## src/rtl/arv_pkg.sv

```systemverilog
// arv_pkg: shared definitions for the arv core front end.
//   fetch_state_e : fetch FSM states (run / flush-after-redirect)
//   WORD_BYTES    : size of one instruction word in bytes
package arv_pkg;

    typedef enum logic [0:0] {
        FETCH_RUN   = 1'b0,
        FETCH_FLUSH = 1'b1
    } fetch_state_e;

    localparam int unsigned WORD_BYTES = 32'd4;

endpackage

```

## src/rtl/fetch_buffer.sv

```systemverilog
// fetch_buffer: two-entry synchronous FIFO holding fetched {instr, pc} pairs.
// Ports:
//   clk        clock, all updates on rising edge
//   rst        synchronous active-high reset, also zeroes the storage
//   clear      synchronous flush of the contents (storage data kept)
//   push       write push_data at the tail
//   pop        drop the head entry
//   push_data  entry to write
//   count      number of valid entries (0..2)
//   head_data  oldest entry, stable until popped
module fetch_buffer
    import arv_pkg::*;
#(
    parameter int unsigned WIDTH = 64
) (
    input  logic             clk,
    input  logic             rst,
    input  logic             clear,
    input  logic             push,
    input  logic             pop,
    input  logic [WIDTH-1:0] push_data,
    output logic [1:0]       count,
    output logic [WIDTH-1:0] head_data
);

    logic [WIDTH-1:0] mem_r [2];
    logic             rd_ptr_r;
    logic             wr_ptr_r;
    logic [1:0]       count_r;
    logic             push_ok_s;
    logic             pop_ok_s;

    // Qualify push/pop against the current fill level; a push into a full
    // buffer is only legal when the head leaves in the same cycle.
    always_comb begin
        push_ok_s = 1'b0;
        pop_ok_s  = 1'b0;
        if (push && ((count_r != 2'd2) || pop)) begin
            push_ok_s = 1'b1;
        end else begin
            push_ok_s = 1'b0;
        end
        if (pop && (count_r != 2'd0)) begin
            pop_ok_s = 1'b1;
        end else begin
            pop_ok_s = 1'b0;
        end
    end

    // Storage, pointers and fill level.
    always_ff @(posedge clk) begin
        if (rst) begin
            mem_r[0] <= {WIDTH{1'b0}};
            mem_r[1] <= {WIDTH{1'b0}};
            rd_ptr_r <= 1'b0;
            wr_ptr_r <= 1'b0;
            count_r  <= 2'd0;
        end else if (clear) begin
            rd_ptr_r <= 1'b0;
            wr_ptr_r <= 1'b0;
            count_r  <= 2'd0;
        end else begin
            if (push_ok_s) begin
                mem_r[wr_ptr_r] <= push_data;
                wr_ptr_r        <= ~wr_ptr_r;
            end
            if (pop_ok_s) begin
                rd_ptr_r <= ~rd_ptr_r;
            end
            case ({push_ok_s, pop_ok_s})
                2'b10:   count_r <= count_r + 2'd1;
                2'b01:   count_r <= count_r - 2'd1;
                default: count_r <= count_r;
            endcase
        end
    end

    assign count     = count_r;
    assign head_data = mem_r[rd_ptr_r];

endmodule

```

## src/rtl/ifetch.sv

```systemverilog
// ifetch: instruction fetch unit. Owns the PC, issues one word read per cycle
// on a fixed 1-cycle-latency memory, buffers up to two returned words and
// hands them to decode over valid/ready. Redirects flush everything in flight.
// Ports:
//   clk_i, rst_i            clock and synchronous active-high reset
//   redirect_i/_pc_i        taken control flow from execute (low 2 bits ignored)
//   mem_read_word_en_o      read request this cycle
//   mem_read_word_pos_o     word-aligned byte address of the request
//   mem_read_word_data_i    read data, one cycle after the request
//   id_valid_o/id_ready_i   decode handshake
//   id_instr_o/id_pc_o      instruction word and its address
module ifetch
    import arv_pkg::*;
#(
    parameter int unsigned          XLEN     = 32,
    parameter int unsigned          MEMWIDTH = 32,
    parameter logic [MEMWIDTH-1:0]  RESET_PC = {MEMWIDTH{1'b0}}
) (
    input  logic                clk_i,
    input  logic                rst_i,
    input  logic                redirect_i,
    input  logic [MEMWIDTH-1:0] redirect_pc_i,
    output logic                mem_read_word_en_o,
    output logic [MEMWIDTH-1:0] mem_read_word_pos_o,
    input  logic [XLEN-1:0]     mem_read_word_data_i,
    output logic                id_valid_o,
    input  logic                id_ready_i,
    output logic [XLEN-1:0]     id_instr_o,
    output logic [MEMWIDTH-1:0] id_pc_o
);

    localparam int unsigned ENTRY_W = XLEN + MEMWIDTH;

    fetch_state_e          state_r;
    fetch_state_e          state_next_s;
    logic [MEMWIDTH-1:0]   pc_r;
    logic                  inflight_r;
    logic [MEMWIDTH-1:0]   inflight_pc_r;
    logic [1:0]            count_s;
    logic [ENTRY_W-1:0]    head_s;
    logic [2:0]            occupancy_s;
    logic                  valid_s;
    logic                  pop_s;
    logic                  push_s;
    logic                  clear_s;
    logic                  issue_s;
    logic                  unused_pc_bits_s;

    // The target's byte offset is deliberately discarded.
    assign unused_pc_bits_s = ^redirect_pc_i[1:0];

    // Handshake, queue control and issue decision.
    always_comb begin
        valid_s     = (count_s != 2'd0) & ~redirect_i;
        pop_s       = valid_s & id_ready_i;
        // Responses arriving in the cycle after a redirect are wrong-path.
        push_s      = (state_r == FETCH_RUN) & inflight_r;
        clear_s     = redirect_i | rst_i;
        // Only issue if the response is guaranteed a slot: entries held plus
        // the one in flight, minus the one leaving now, must stay below 2.
        occupancy_s = {1'b0, count_s} + {2'b00, inflight_r};
        issue_s     = ~rst_i & ~redirect_i & (occupancy_s < (3'd2 + {2'b00, pop_s}));
    end

    // Fetch FSM next state: a redirect always (re)enters FLUSH.
    always_comb begin
        state_next_s = state_r;
        case (state_r)
            FETCH_RUN: begin
                if (redirect_i) begin
                    state_next_s = FETCH_FLUSH;
                end else begin
                    state_next_s = FETCH_RUN;
                end
            end
            FETCH_FLUSH: begin
                if (redirect_i) begin
                    state_next_s = FETCH_FLUSH;
                end else begin
                    state_next_s = FETCH_RUN;
                end
            end
            default: state_next_s = FETCH_RUN;
        endcase
    end

    // Fetch FSM state register.
    always_ff @(posedge clk_i) begin
        if (rst_i) begin
            state_r <= FETCH_RUN;
        end else begin
            state_r <= state_next_s;
        end
    end

    // Program counter and in-flight request tracking.
    always_ff @(posedge clk_i) begin
        if (rst_i) begin
            pc_r          <= RESET_PC;
            inflight_r    <= 1'b0;
            inflight_pc_r <= {MEMWIDTH{1'b0}};
        end else begin
            inflight_r <= issue_s;
            if (issue_s) begin
                inflight_pc_r <= pc_r;
            end else begin
                inflight_pc_r <= inflight_pc_r;
            end
            if (redirect_i) begin
                pc_r <= {redirect_pc_i[MEMWIDTH-1:2], 2'b00};
            end else if (issue_s) begin
                pc_r <= pc_r + MEMWIDTH'(WORD_BYTES);
            end else begin
                pc_r <= pc_r;
            end
        end
    end

    fetch_buffer #(
        .WIDTH (ENTRY_W)
    ) u_fetch_buffer (
        .clk       (clk_i),
        .rst       (rst_i),
        .clear     (clear_s),
        .push      (push_s),
        .pop       (pop_s),
        .push_data ({mem_read_word_data_i, inflight_pc_r}),
        .count     (count_s),
        .head_data (head_s)
    );

    assign mem_read_word_en_o  = issue_s;
    assign mem_read_word_pos_o = pc_r;
    assign id_valid_o          = valid_s;
    assign id_instr_o          = head_s[ENTRY_W-1:MEMWIDTH];
    assign id_pc_o             = head_s[MEMWIDTH-1:0];

endmodule

```

## config.mk

```make
export PLATFORM = sky130hd
export DESIGN_NAME = ifetch
export DESIGN_NICKNAME = d
export VERILOG_FILES = /design/src/rtl/arv_pkg.sv /design/src/rtl/fetch_buffer.sv /design/src/rtl/ifetch.sv
export SDC_FILE = /design/constraint.sdc
export NUM_CORES = 1
export LEC_CHECK = 0
export BUFFER_PORTS_ARGS = -buffer_cell sky130_fd_sc_hd__buf_2
export CAP_MARGIN = 20
export CELL_PAD_IN_SITES_DETAIL_PLACEMENT = 0
export CELL_PAD_IN_SITES_GLOBAL_PLACEMENT = 1
export CORE_ASPECT_RATIO = 1.4
export CORE_MARGIN = 8
export CORE_UTILIZATION = 47
export CTS_CLUSTER_SIZE = 8
export DETAILED_ROUTE_END_ITERATION = 10
export PLACE_DENSITY = 0.83
export SYNTH_ARGS = -nofsm -noshare
export SYNTH_HDL_FRONTEND = slang
export SYNTH_SLANG_ARGS = --single-unit
```

## constraint.sdc

```tcl
create_clock -name clk_i -period 6.7 [get_ports clk_i]
set_input_delay 1.675 -clock clk_i [delete_from_list [all_inputs] [get_ports clk_i]]
set_output_delay 1.675 -clock clk_i [all_outputs]
set_load 0.01 [all_outputs]
```

### Yosys cells after proc, flatten, opt, wreduce, memory -nomap -nowiden

Memories as Yosys holds them, arrays and structs flattened. A register that Yosys moved wholly into a read port is not among the register bits.
Index checks and enable logic that the tools add are counted.

| word-level totals | value |
|---|---|
| input bits | 68 |
| memory bits (read-only) | 0 |
| memories kept | 1 |
| word-level logic and storage cells | 55 |
| register bits after elaboration | 70 |
| bits in latches | 0 |
| RAM bits | 128 |
| output and inout bits | 98 |

| operators by class | value |
|---|---|
| divide/modulo/power cells | 0 |
| reduce and logical (&&, ||, !) cells | 9 |
| eq/ne operators | 3 |
| bitwise gates (word level) | 11 |
| $lt $le $gt $ge | 1 |
| muxes and demuxes | 17 |
| add/sub/neg operators | 5 |
| shifts and indexed selects | 0 |
| multiply operators | 0 |

Memories:

| memory | words | width | read ports | clocked after memory_dff | wr ports | RTL line | RTL |
|---|---|---|---|---|---|---|---|
| u_fetch_buffer.mem_r | 2 | 64 | 1 | 1 | 2 | fetch_buffer.sv:26 | `logic [WIDTH-1:0] mem_r [2];` |

Operator list:

| cell | number |
|---|---|
| 32-bit 2-to-1 mux | 2 |
| 64-bit 2-to-1 mux | 1 |
| 64-bit OR reduction | 1 |
| 32-bit by 3-bit adder with 32-bit output, second input constant | 1 |
| 1-bit 2-to-1 mux | 13 |
| 2-bit nonzero test | 3 |
| 1-bit bitwise AND | 5 |
| 1-bit NOT | 5 |
| 2-bit one-hot mux with 2 select lines | 1 |
| 2-bit OR reduction | 2 |
| 2-bit by 1-bit adder with 3-bit output | 1 |
| 2-bit by 1-bit adder with 3-bit output, first input constant | 1 |
| 3-bit less-than comparator | 1 |
| 2-bit by 1-bit adder with 2-bit output, second input constant | 1 |
| 2-bit by 1-bit == test with 1-bit output, second input constant | 1 |
| 2-bit == test, second input constant | 1 |
| 1-bit logical AND | 2 |
| 2-bit != test, second input constant | 1 |
| 2-bit by 1-bit subtractor with 2-bit output, second input constant | 1 |
| 1-bit logical OR | 1 |
| 1-bit OR | 1 |

### Logic depth before layout (Yosys ltp)

Gate-level depths: netlist (run 1).

| logic depth | value |
|---|---|
| depth in word-level cells | 12 |
| gate-level depth with buffers | 9 |

### Modules after synthesis

A second synthesis (run 1) with hierarchy kept.

| unflattened totals | value |
|---|---|
| cells, all modules | 728 |
| area, all modules | 8653.3 um2 |

Modules (own cells, without submodules):

| module | area each (um2) | times used | cells an instance |
|---|---|---|---|
| fetch_buffer | 5798.1 | 1 | 368 |
| ifetch | 2855.2 | 1 | 360 |

### Least setup slack after synthesis (run 1)

Ideal clock, no wire load.

| timing path | value |
|---|---|
| kind | input to output |
| from | in redirect_i |
| to | out mem_read_word_en_o |
| stages on the path | 5 |
| path buffers | 2 |
| arrival | 2.646 ns |
| setup slack | 2.379 ns |
| data required time | 5.025 ns |
| cell sequence | clkbuf_1 nor2_1 nand2_1 inv_2 buf_1 |

| between the ends | value |
|---|---|
| cells in the longest elaborated chain, start to end | 6 |
| elaborated cells between the ends (all ways) | 7 |

Ends and longest elaborated chain:

| what | RTL line | RTL |
|---|---|---|
| start, declared | ifetch.sv:21 | `input logic redirect_i,` |
| 1-bit NOT * | ifetch.sv:54, ifetch.sv:62 |  |
| 1-bit bitwise AND | ifetch.sv:54 | `valid_s = (count_s != 2'd0) & ~redirect_i;` |
| 1-bit bitwise AND | ifetch.sv:55 | `pop_s = valid_s & id_ready_i;` |
| 2-bit by 1-bit adder with 3-bit output | ifetch.sv:62 | `issue_s = ~rst_i & ~redirect_i & (occupancy_s < (3'd2 + {2'b00, pop_s}));` |
| 3-bit less-than comparator | ifetch.sv:62 |  |
| 1-bit bitwise AND * | ifetch.sv:62 |  |
| end, declared | ifetch.sv:23 | `output logic mem_read_word_en_o,` |

Every way passes the cells marked *; elsewhere a longest branch is shown, timed or not.

### Worst setup path in the final report (run 1)

| timing path | value |
|---|---|
| from | in id_ready_i |
| to | out mem_read_word_en_o |

| between the ends | value |
|---|---|
| cells in the longest elaborated chain, start to end | 4 |

Ends and longest elaborated chain:

| what | RTL line | RTL |
|---|---|---|
| start, declared | ifetch.sv:27 | `input logic id_ready_i,` |
| 1-bit bitwise AND | ifetch.sv:55 |  |
| 2-bit by 1-bit adder with 3-bit output | ifetch.sv:62 |  |
| 3-bit less-than comparator | ifetch.sv:62 |  |
| 1-bit bitwise AND | ifetch.sv:62 |  |

No other way between the ends.

==> summary by stage, run 1 <==
Run status
The run finished with clean final reports.

Logic synthesis
The Yosys step of the flow raised 0 warnings. Sorting the synthesized cells by area gives the leading types as sky130_fd_sc_hd__edfxtp_1 44%, sky130_fd_sc_hd__dfxtp_1 16%, sky130_fd_sc_hd__and2_1 9.3%. The most instantiated library cell after synthesis is sky130_fd_sc_hd__and2_1. After technology mapping, the gate count stands at 739.

Counting flops with a built-in enable in the synthesized netlist gives 124. The synthesized design contains 191 register bits. The commonest cells after synthesis are 126 x sky130_fd_sc_hd__and2_1, 124 x sky130_fd_sc_hd__edfxtp_1, 88 x sky130_fd_sc_hd__nand2_1, 67 x sky130_fd_sc_hd__dfxtp_1, 62 x sky130_fd_sc_hd__mux2_2. The cell area that synthesis handed to floorplanning was 8458 µm². The async set or reset register ratio after synthesis is 0%. The area share of the largest cell type after synthesis is 44.02%. The sequential share of the synthesized area is 59.88%. The synthesized netlist contains 44 unique library cells. The synthesized area per cell is 11.45 µm². The top cell type by total area after synthesis is sky130_fd_sc_hd__edfxtp_1. Among all flip-flop cells after synthesis, the most frequent one is sky130_fd_sc_hd__edfxtp_1.

Clocking
The maximum count of clock buffers along a single path is 2. The number of buffers inserted by post-CTS setup repair is 0. The clock tree root driver cell is sky130_fd_sc_hd__clkbuf_16.

In this run, post-CTS hold repair placed 0 buffers. The insertion delay of the later-clocked pin in the worst-skew pair is 0.42 ns. After clock tree synthesis, the clock-pin slew on the worst setup and hold paths is 0.06 ns. The number of clock sinks is 191. The level count of the clock H-tree is 4. TritonCTS built the clock tree. TritonCTS created 17 clock buffers.

Once the clock tree was built, the resizer swapped 0 gates to a different size.

STA
The hold violation count in the final report is 0. The final max-slew violation count was 0. Measured against its own limit, the worst slew margin works out to 31.10%. For this run, the top clock speed supported by timing is 202.2 MHz.

The final setup TNS is 0 ns. The worst path needs 4.947 ns of the cycle, external delays included. Setup violations remaining at the end of the flow were counted as 0.

At the pin with the least slew margin, the transition time is 1.034 ns. Setup repair after global routing left no endpoint under its margin. The final worst clock skew is 0.009121 ns.

The final worst-path cycle share is 73.83%.

Drt
The routed wire length is 18600 µm. For this block, the initial DRC count from the detailed router was 342. The first-pass iteration count of the detailed router is 4. The number of vias in the routed layout is 5759.

The post-detailed-route wirelength per cell is 16.43 µm. The routed via count divided by cell count is 5.087. The detail route stage leaves a number of antenna-violating nets equal to 0.

In the routed design, unresolved DRC markers number 0.

Power
The clock share of power is 40.2%. The internal power of the cells is 0.001959 W. In this run switching power makes up 22.17% of total power. The worst-case IR drop observed on VDD is 0.1582 mV.

Power spread over the standard cell area amounts to 250.9 nW/µm². The logic gate share of total power is 7.0%. For this design the static power due to leakage is 4.010 nW. The sequential share of power is 52.9%. The analysis attributes to net switching a power of 0.0005581 W.

Job
Max-cap violations in this run came to 0.

Setup path
The start-to-end type of the worst setup path is in -> out. The sum of buffers and inverters on the critical path is 3. The number of stages on the worst setup path is 6. The terminus of the critical flop-to-flop path is u_fetch_buffer.mem_r[1][54]. Among the stages of the critical path, the cell type that occurs most often is sky130_fd_sc_hd__buf_2.

The cell with the biggest individual delay on the critical path is sky130_fd_sc_hd__inv_2. The end point of the critical path is mem_read_word_en_o. In this run the critical register-to-register path is launched from u_fetch_buffer.count[0]. The required time of the critical path is 5.03 ns. STA classifies the critical path endpoint as an output port. Traced cell by cell, the critical path runs through buf_2 > nor2b_1 > a31o_2 > nand2_1 > inv_2 > buf_2. The cell type group with the largest total delay on the critical path is buffers and inverters. For the worst setup path, the data arrival time is 3.27 ns. The maximum net fanout on the critical path is 36. The maximum cell stage delay along the critical path is 0.50 ns.

The setup check on the worst reg-to-reg path leaves a slack of 3.72 ns. The worst register-to-register path has a depth of 5. The sort of element at the start of the critical path is an input pin. The launching element of the worst setup path is id_ready_i.

Floorplanning
In this run the core area contains 58 standard-cell rows. The total die area is 22610 µm². The number of primary I/O pins is 166. The starting utilization of the core area is 47.57%. The x dimension of the die is 129.4 µm. The core area is 17780 µm². The die span in y is 174.7 µm.

Placement
The half-perimeter wire length after placement is 12340 µm. The placer congestion estimate is 0.7944. Buffers placed on the I/O ports in this run total 159.

Counting tap cells, the placed design contains a total of 1100 instances.

Finish
The number of inserted diodes is 0. The filler cell count in the final layout is 1589. Compared with the post-synthesis result, the final layout area differs by 18.62%. In the final layout, the share of cells above drive strength 1 is 30.49%. Once layout is complete, the cells apart from fillers number 1132.

The area of combinational cells with multiple inputs is 3151 µm². For this run, the post-layout net count is 951. Across the whole layout, storage elements account for 5066 µm².

GRT
The total congestion overflow is 0. For this run, the total global-route usage over all layers was measured as 16.71%. The pin count of the biggest net entering global routing is 64. The first global-routing pass estimated 29840 µm of wire. The via count of the first global-routing pass came to 5890.

The number of antenna violations at the first check in global routing is 0.

Min path
The worst hold-check path type is reg -> reg.
-- logic make-up (layout without fill, tap and decap cells) --
family | Yosys count | in the layout | synth area share, %
xor gates and xnor gates | 28 | 28 | 2.899
other | 1 | 4 | 0.04434
AOI/OAI and AO/OA | 86 | 86 | 5.887
buffers and inverters | 65 | 215 | 3.077
adders and majority gates | 4 | 4 | 0.5917
DFF | 191 | 191 | 59.88
and+or+nand+nor | 300 | 300 | 19.13
muxes | 64 | 64 | 8.491
-- power groups by stage --
| stage | clock network (W) | registers (W) | logic (W) |
|---|---|---|---|
| 2_1_floorplan | 0 | 0.00135 | 0.0000998 |
| 3_5_place_dp | 0 | 0.00136 | 0.000178 |
| 3_3_place_gp | 0 | 0.00135 | 0.000177 |
| 4_1_cts | 0.00103 | 0.00133 | 0.000179 |
| 6_report | 0.00101 | 0.00133 | 0.000175 |
| 5_1_grt | 0.00108 | 0.00134 | 0.000195 |
-- flip-flops by register name, summed over array words and instances (netlist names), named ones only --
signal,count
u_fetch_buffer.mem_r,124
inflight_pc_r,30
mem_read_word_pos_o,30
u_fetch_buffer.count,2
inflight_r,1
state_r,1
u_fetch_buffer.rd_ptr_r,1
u_fetch_buffer.wr_ptr_r,1
-- per-stage QoR --
step | area [µm²] | util [%] | hold slack, ns | setup WS (ns) | power, W
final | 10030 | 56.43 | 0.4591 | 1.753 | 0.002517
after global routing | 10030 | 56.43 | 0.4849 | 1.614 | 0.002607
after floorplan | 8469 | - | 0.4401 | 2.379 | 0.001452
after global placement | 9437 | 53.08 | 0.4464 | 1.793 | 0.001531
after detailed placement | 9437 | 53.08 | 0.4540 | 1.766 | 0.001534
after CTS | 10030 | 56.43 | 0.4631 | 1.760 | 0.002540
-- cells in the final DEF, fill, tap and decap left out, types with 8 or more instances in the layout --
cell type / netlist / layout
sky130_fd_sc_hd__nor2_1: 16 / 16
sky130_fd_sc_hd__nand4_1: 8 / 8
sky130_fd_sc_hd__buf_2: 1 / 159
sky130_fd_sc_hd__edfxtp_1: 124 / 124
sky130_fd_sc_hd__nand2_1: 88 / 88
sky130_fd_sc_hd__o21a_1: 9 / 9
sky130_fd_sc_hd__inv_1: 14 / 14
sky130_fd_sc_hd__xnor2_1: 18 / 18
sky130_fd_sc_hd__buf_4: 4 / 9
sky130_fd_sc_hd__o21ai_0: 11 / 11
sky130_fd_sc_hd__xor2_1: 10 / 10
sky130_fd_sc_hd__clkbuf_16: 0 / 17
sky130_fd_sc_hd__mux2_2: 62 / 62
sky130_fd_sc_hd__a21oi_1: 49 / 49
sky130_fd_sc_hd__and2_1: 126 / 126
sky130_fd_sc_hd__dfxtp_1: 67 / 66
sky130_fd_sc_hd__nand3_1: 13 / 13
sky130_fd_sc_hd__nor4_1: 11 / 11
-- area by class of cell --
class	instances	area share, %
clock buffer	18	4.277
timing repair buffer	168	8.605
inverter	15	0.5612
tap	240	2.993
clock inverter	14	1.671
sequential	191	50.49
multi-input combinational	486	31.40
-- metal layers --
| layer | vias to the layer above | GRT usage (%) | share of wire (%) |
|---|---|---|---|
| met3 | 16 | 3.935 | 5.9 |
| li1 | 2853 | - | - |
| met1 | 2734 | 20.63 | 44 |
| met4 | 0 | 5.307 | 1.3 |
| met2 | 156 | 27.99 | 49 |
| met5 | - | 0 | 0 |
-- worst reg2reg max path: cells and delay by family, from the launching register on --
family                 cells  cell delay (ns)
and+or+nand+nor            4             1.47
buffers and inverters      1             0.66
DFF                        1             0.44
-- how the worst min path moves through the flow --
stage                                 start                end  slack (ns)  depth (start not counted)
after floorplan           inflight_pc_r[10]  inflight_pc_r[10]        0.44                          2
after global placement    inflight_pc_r[19]  inflight_pc_r[19]        0.45                          2
after detailed placement  inflight_pc_r[19]  inflight_pc_r[19]        0.45                          2
after CTS                 inflight_pc_r[19]  inflight_pc_r[19]        0.46                          2
after global routing      inflight_pc_r[19]  inflight_pc_r[19]        0.48                          2
final                     inflight_pc_r[19]  inflight_pc_r[19]        0.46                          2
No activity file was read; power rests on OpenSTA's default activity.
==> run 2, diff against run 1 <==
- CORE_UTILIZATION: 47 -> 39
- PLACE_DENSITY: 0.83 -> 0.74
- clock period: 6.7 -> 4.1 ns (I/O delays scaled with it)
==> summary by stage, run 2 (synthesized netlist as in run 1, its figures left out) <==
STA
The final max-slew violation count was 0 (unchanged). The final worst-path cycle share is 80.98%. Subtracting the final worst setup slack from the clock period gives 3.320 ns.

The total of endpoints with negative setup slack in the final report was 0 (unchanged). Based on the critical path, the design can be clocked at up to 301.2 MHz. RSZ-0062 raised after global routing: no (unchanged).

The final worst clock skew is 0.01004 ns (was 0.009121 ns). The transition time at the pin with the least slew margin came to 0.8848 ns (was 1.034 ns). The minimum hold slack came to 0.4620 ns (was 0.4591 ns). The hold violation count in the final report is 0 (unchanged). The headroom to the max-slew limit is 41.02% (was 31.10%).

The post-layout worst setup margin came to 0.7798 ns (was 1.753 ns). The final setup TNS is 0 ns (unchanged).

Setup path
The maximum net fanout on the critical path is 27 (was 36). The sort of element at the start of the critical path is an input pin (unchanged). The internal reg-to-reg setup slack came to 1.71 ns (was 3.72 ns).

The maximum cell stage delay along the critical path is 0.39 ns (was 0.50 ns). The terminus of the critical flop-to-flop path is mem_read_word_pos_o[27] (was u_fetch_buffer.mem_r[1][54]). The sum of buffers and inverters on the critical path is 3 (unchanged).

The required time of the critical path is 3.07 ns (was 5.03 ns). The depth of the worst register-to-register path is 8 (was 5). The most prevalent standard cell on the critical path is sky130_fd_sc_hd__buf_2 (unchanged). The cell with the biggest individual delay on the critical path is sky130_fd_sc_hd__a31o_2 (was sky130_fd_sc_hd__inv_2). The reg-to-reg critical path startpoint is u_fetch_buffer.count[0] (unchanged). Cells along the critical path: buf_2 > nor2b_1 > a31o_2 > nand2_1 > inv_2 > buf_2 (unchanged). The category of the worst setup path capture point was an output port (unchanged). The start-to-end type of the worst setup path is in -> out (unchanged). The cell type group with the largest total delay on the critical path is buffers and inverters (unchanged). The data arrival time of the critical path came to 2.30 ns (was 3.27 ns).

Run status
Status: finished, final reports clean (unchanged).

Drt
The residual antenna-violating net count after detailed routing is 0 (unchanged). The number of vias in the routed layout is 5677 (was 5759). The residual DRC count is 0 (unchanged). The routed via count divided by cell count is 4.902 (was 5.087). The first-pass iteration count of the detailed router is 4 (unchanged). The post-detailed-route wirelength per cell was 16.91 µm (was 16.43 µm).

The initial detailed-routing violation count is 277 (was 342). The routed wire length was 19580 µm (was 18600 µm).

Clocking
The clock transition at the register clock pins on the worst setup and hold paths after CTS is 0.07 ns (was 0.06 ns). The clock tree root driver cell is sky130_fd_sc_hd__clkbuf_16 (unchanged). The number of buffers inserted by post-CTS setup repair was 0 (unchanged). The clock tree from TritonCTS is yes (unchanged). The insertion delay of the later-clocked pin in the worst-skew pair is 0.43 ns (was 0.42 ns).

The post-CTS resize count came to 0 (unchanged). The number of hold-repair buffers added at the cts stage was 0 (unchanged). The maximum count of clock buffers along a single path is 2 (unchanged). The number of CTS-inserted buffers is 17 (unchanged). The number of clock sinks came to 191 (unchanged).

The level count of the clock H-tree came to 4 (unchanged).

Finish
The share of post-route cells with drive strength above 1 is 30.87% (was 30.49%). The area growth from synthesis to final layout is 19.10% (was 18.62%). The number of inserted diodes is 0 (unchanged). The flip-flop count of the largest register, all copies and words added is 124 (unchanged). The area occupied by registers came to 5066 µm² (unchanged). The net count reported at finish is 953 (was 951). The register with the most flip-flops is u_fetch_buffer.mem_r (unchanged). Commonest non-fill, non-tap cells in the layout: 159 x sky130_fd_sc_hd__buf_2, 126 x sky130_fd_sc_hd__and2_1, 124 x sky130_fd_sc_hd__edfxtp_1 (unchanged). The post-route non-filler standard cell count came to 1158 (was 1132). The filler cell count in the final layout is 2029 (was 1589). The area of combinational cells with multiple inputs is 3151 µm² (unchanged). The commonest non-fill, non-tap cell in the layout is sky130_fd_sc_hd__buf_2 (unchanged).

Floorplanning
The cell row count is 64 (was 58). The total die area is 26720 µm² (was 22610 µm²). The die span in y is 190.3 µm (was 174.7 µm). The number of primary I/O pins is 166 (unchanged). The x dimension of the die is 140.5 µm (was 129.4 µm). The starting utilization of the core area is 39.27% (was 47.57%). The core area came to 21540 µm² (was 17780 µm²).

Power
The largest voltage drop on the vdd net is 0.2926 mV (was 0.1582 mV). The power dissipated by switching net loads is 0.0009548 W (was 0.0005581 W). The internal power of the cells is 0.003127 W (was 0.001959 W). The clock share of power was 39.6% (was 40.2%).

The sequential share of power is 53.3% (was 52.9%). The leakage power total is 4.024 nW (was 4.010 nW). The switching share of power came to 23.39% (was 22.17%).

The logic gate share of total power is 7.1% (was 7.0%). The power density relative to cell area is 405.2 nW/µm² (was 250.9 nW/µm²).

Min path
The hold path startpoint is inflight_pc_r[25] (was inflight_pc_r[19]). The endpoint of the worst hold path was inflight_pc_r[25] (was inflight_pc_r[19]). The cell depth of the worst min-delay path is 2 (unchanged). The worst hold-check path type is reg -> reg (unchanged).

Placement
The post-placement setup slack is 0.7313 ns (was 1.766 ns). The number of buffer cells added on primary ports is 159 (unchanged). The half-perimeter wire length after placement was 12900 µm (was 12340 µm). The number of placed instances with taps included came to 1126 (was 1100). The placer congestion estimate is 0.7637 (was 0.7944).

GRT
The pin count of the biggest net entering global routing was 63 (was 64). The via count of the first global-routing pass is 5727 (was 5890). The number of antenna violations at the first check in global routing is 0 (unchanged). The total congestion overflow is 0 (unchanged).

The global-route usage over all layers came to 14.91% (was 16.71%). The first-pass GRT wire length is 31110 µm (was 29840 µm).

Job
The number of max-capacitance violations reported is 0 (unchanged).
[run 2: cell types whose count changed in the layout (fill, tap and decap cells not counted), moves of 2 or more]
cell	change
sky130_fd_sc_hd__clkinv_4	-2
sky130_fd_sc_hd__bufinv_16	-2
sky130_fd_sc_hd__inv_4	+3
sky130_fd_sc_hd__inv_6	+2
[run 2: cell type report]
cell class                      instances  area share, %
Clock buffer                           18          4.471
Clock inverter                         14          1.279
Inverter                               15         0.5589
Multi-Input combinational cell        486          31.28
Sequential cell                       191          50.29
Tap cell                              264          3.279
Timing Repair Buffer                  170          8.844
[run 2: per-stage QoR]
stage	cell area [µm²]	util, %	total power (W)
3_3_place_gp	9494	44.08	0.002508
6_report	10070	46.76	0.004082
5_1_grt	10070	46.76	0.004261
3_5_place_dp	9494	44.08	0.002515
2_1_floorplan	8469	-	0.002372
4_1_cts	10070	46.76	0.004142
[run 2: tightest hold or removal path, cell delays in order (launching register included)]
cell,delay (ns)
sky130_fd_sc_hd__dfxtp_1,0.31
sky130_fd_sc_hd__nand2_1,0.05
sky130_fd_sc_hd__a21oi_1,0.05
[run 2: worst max-delay path by stage]
| stage | start | endpoint | cells past startpoint |
|---|---|---|---|
| 4_1_cts | redirect_i | mem_read_word_en_o | 6 |
| 3_3_place_gp | redirect_i | mem_read_word_en_o | 6 |
| 2_1_floorplan | redirect_i | u_fetch_buffer.mem_r[0][10] | 6 |
| 5_1_grt | redirect_i | mem_read_word_en_o | 6 |
| 3_5_place_dp | redirect_i | u_fetch_buffer.mem_r[1][45] | 5 |
| 6_report | redirect_i | mem_read_word_en_o | 6 |
[run 2: routing by layer]
| metal | track usage (%) | wire (µm) | up-vias | part of all wire [%] |
|---|---|---|---|---|
| li1 | - | - | 2852 | - |
| met2 | 26.05 | 9971 | 116 | 51 |
| met3 | 3.458 | 766 | 16 | 3.9 |
| met1 | 17.60 | 8556 | 2693 | 44 |
| met4 | 5.390 | 284 | 0 | 1.5 |
| met5 | 0 | 0 | - | 0 |
[run 2: power groups by stage]
| stage | combinational [W] | clock (W) | sequential (W) |
|---|---|---|---|
| after floorplan | 0.000163 | 0 | 0.00221 |
| after global placement | 0.000294 | 0 | 0.00221 |
| after detailed placement | 0.000296 | 0 | 0.00222 |
| after CTS | 0.000298 | 0.00167 | 0.00217 |
| after global routing | 0.000323 | 0.00175 | 0.00218 |
| final | 0.000289 | 0.00162 | 0.00217 |
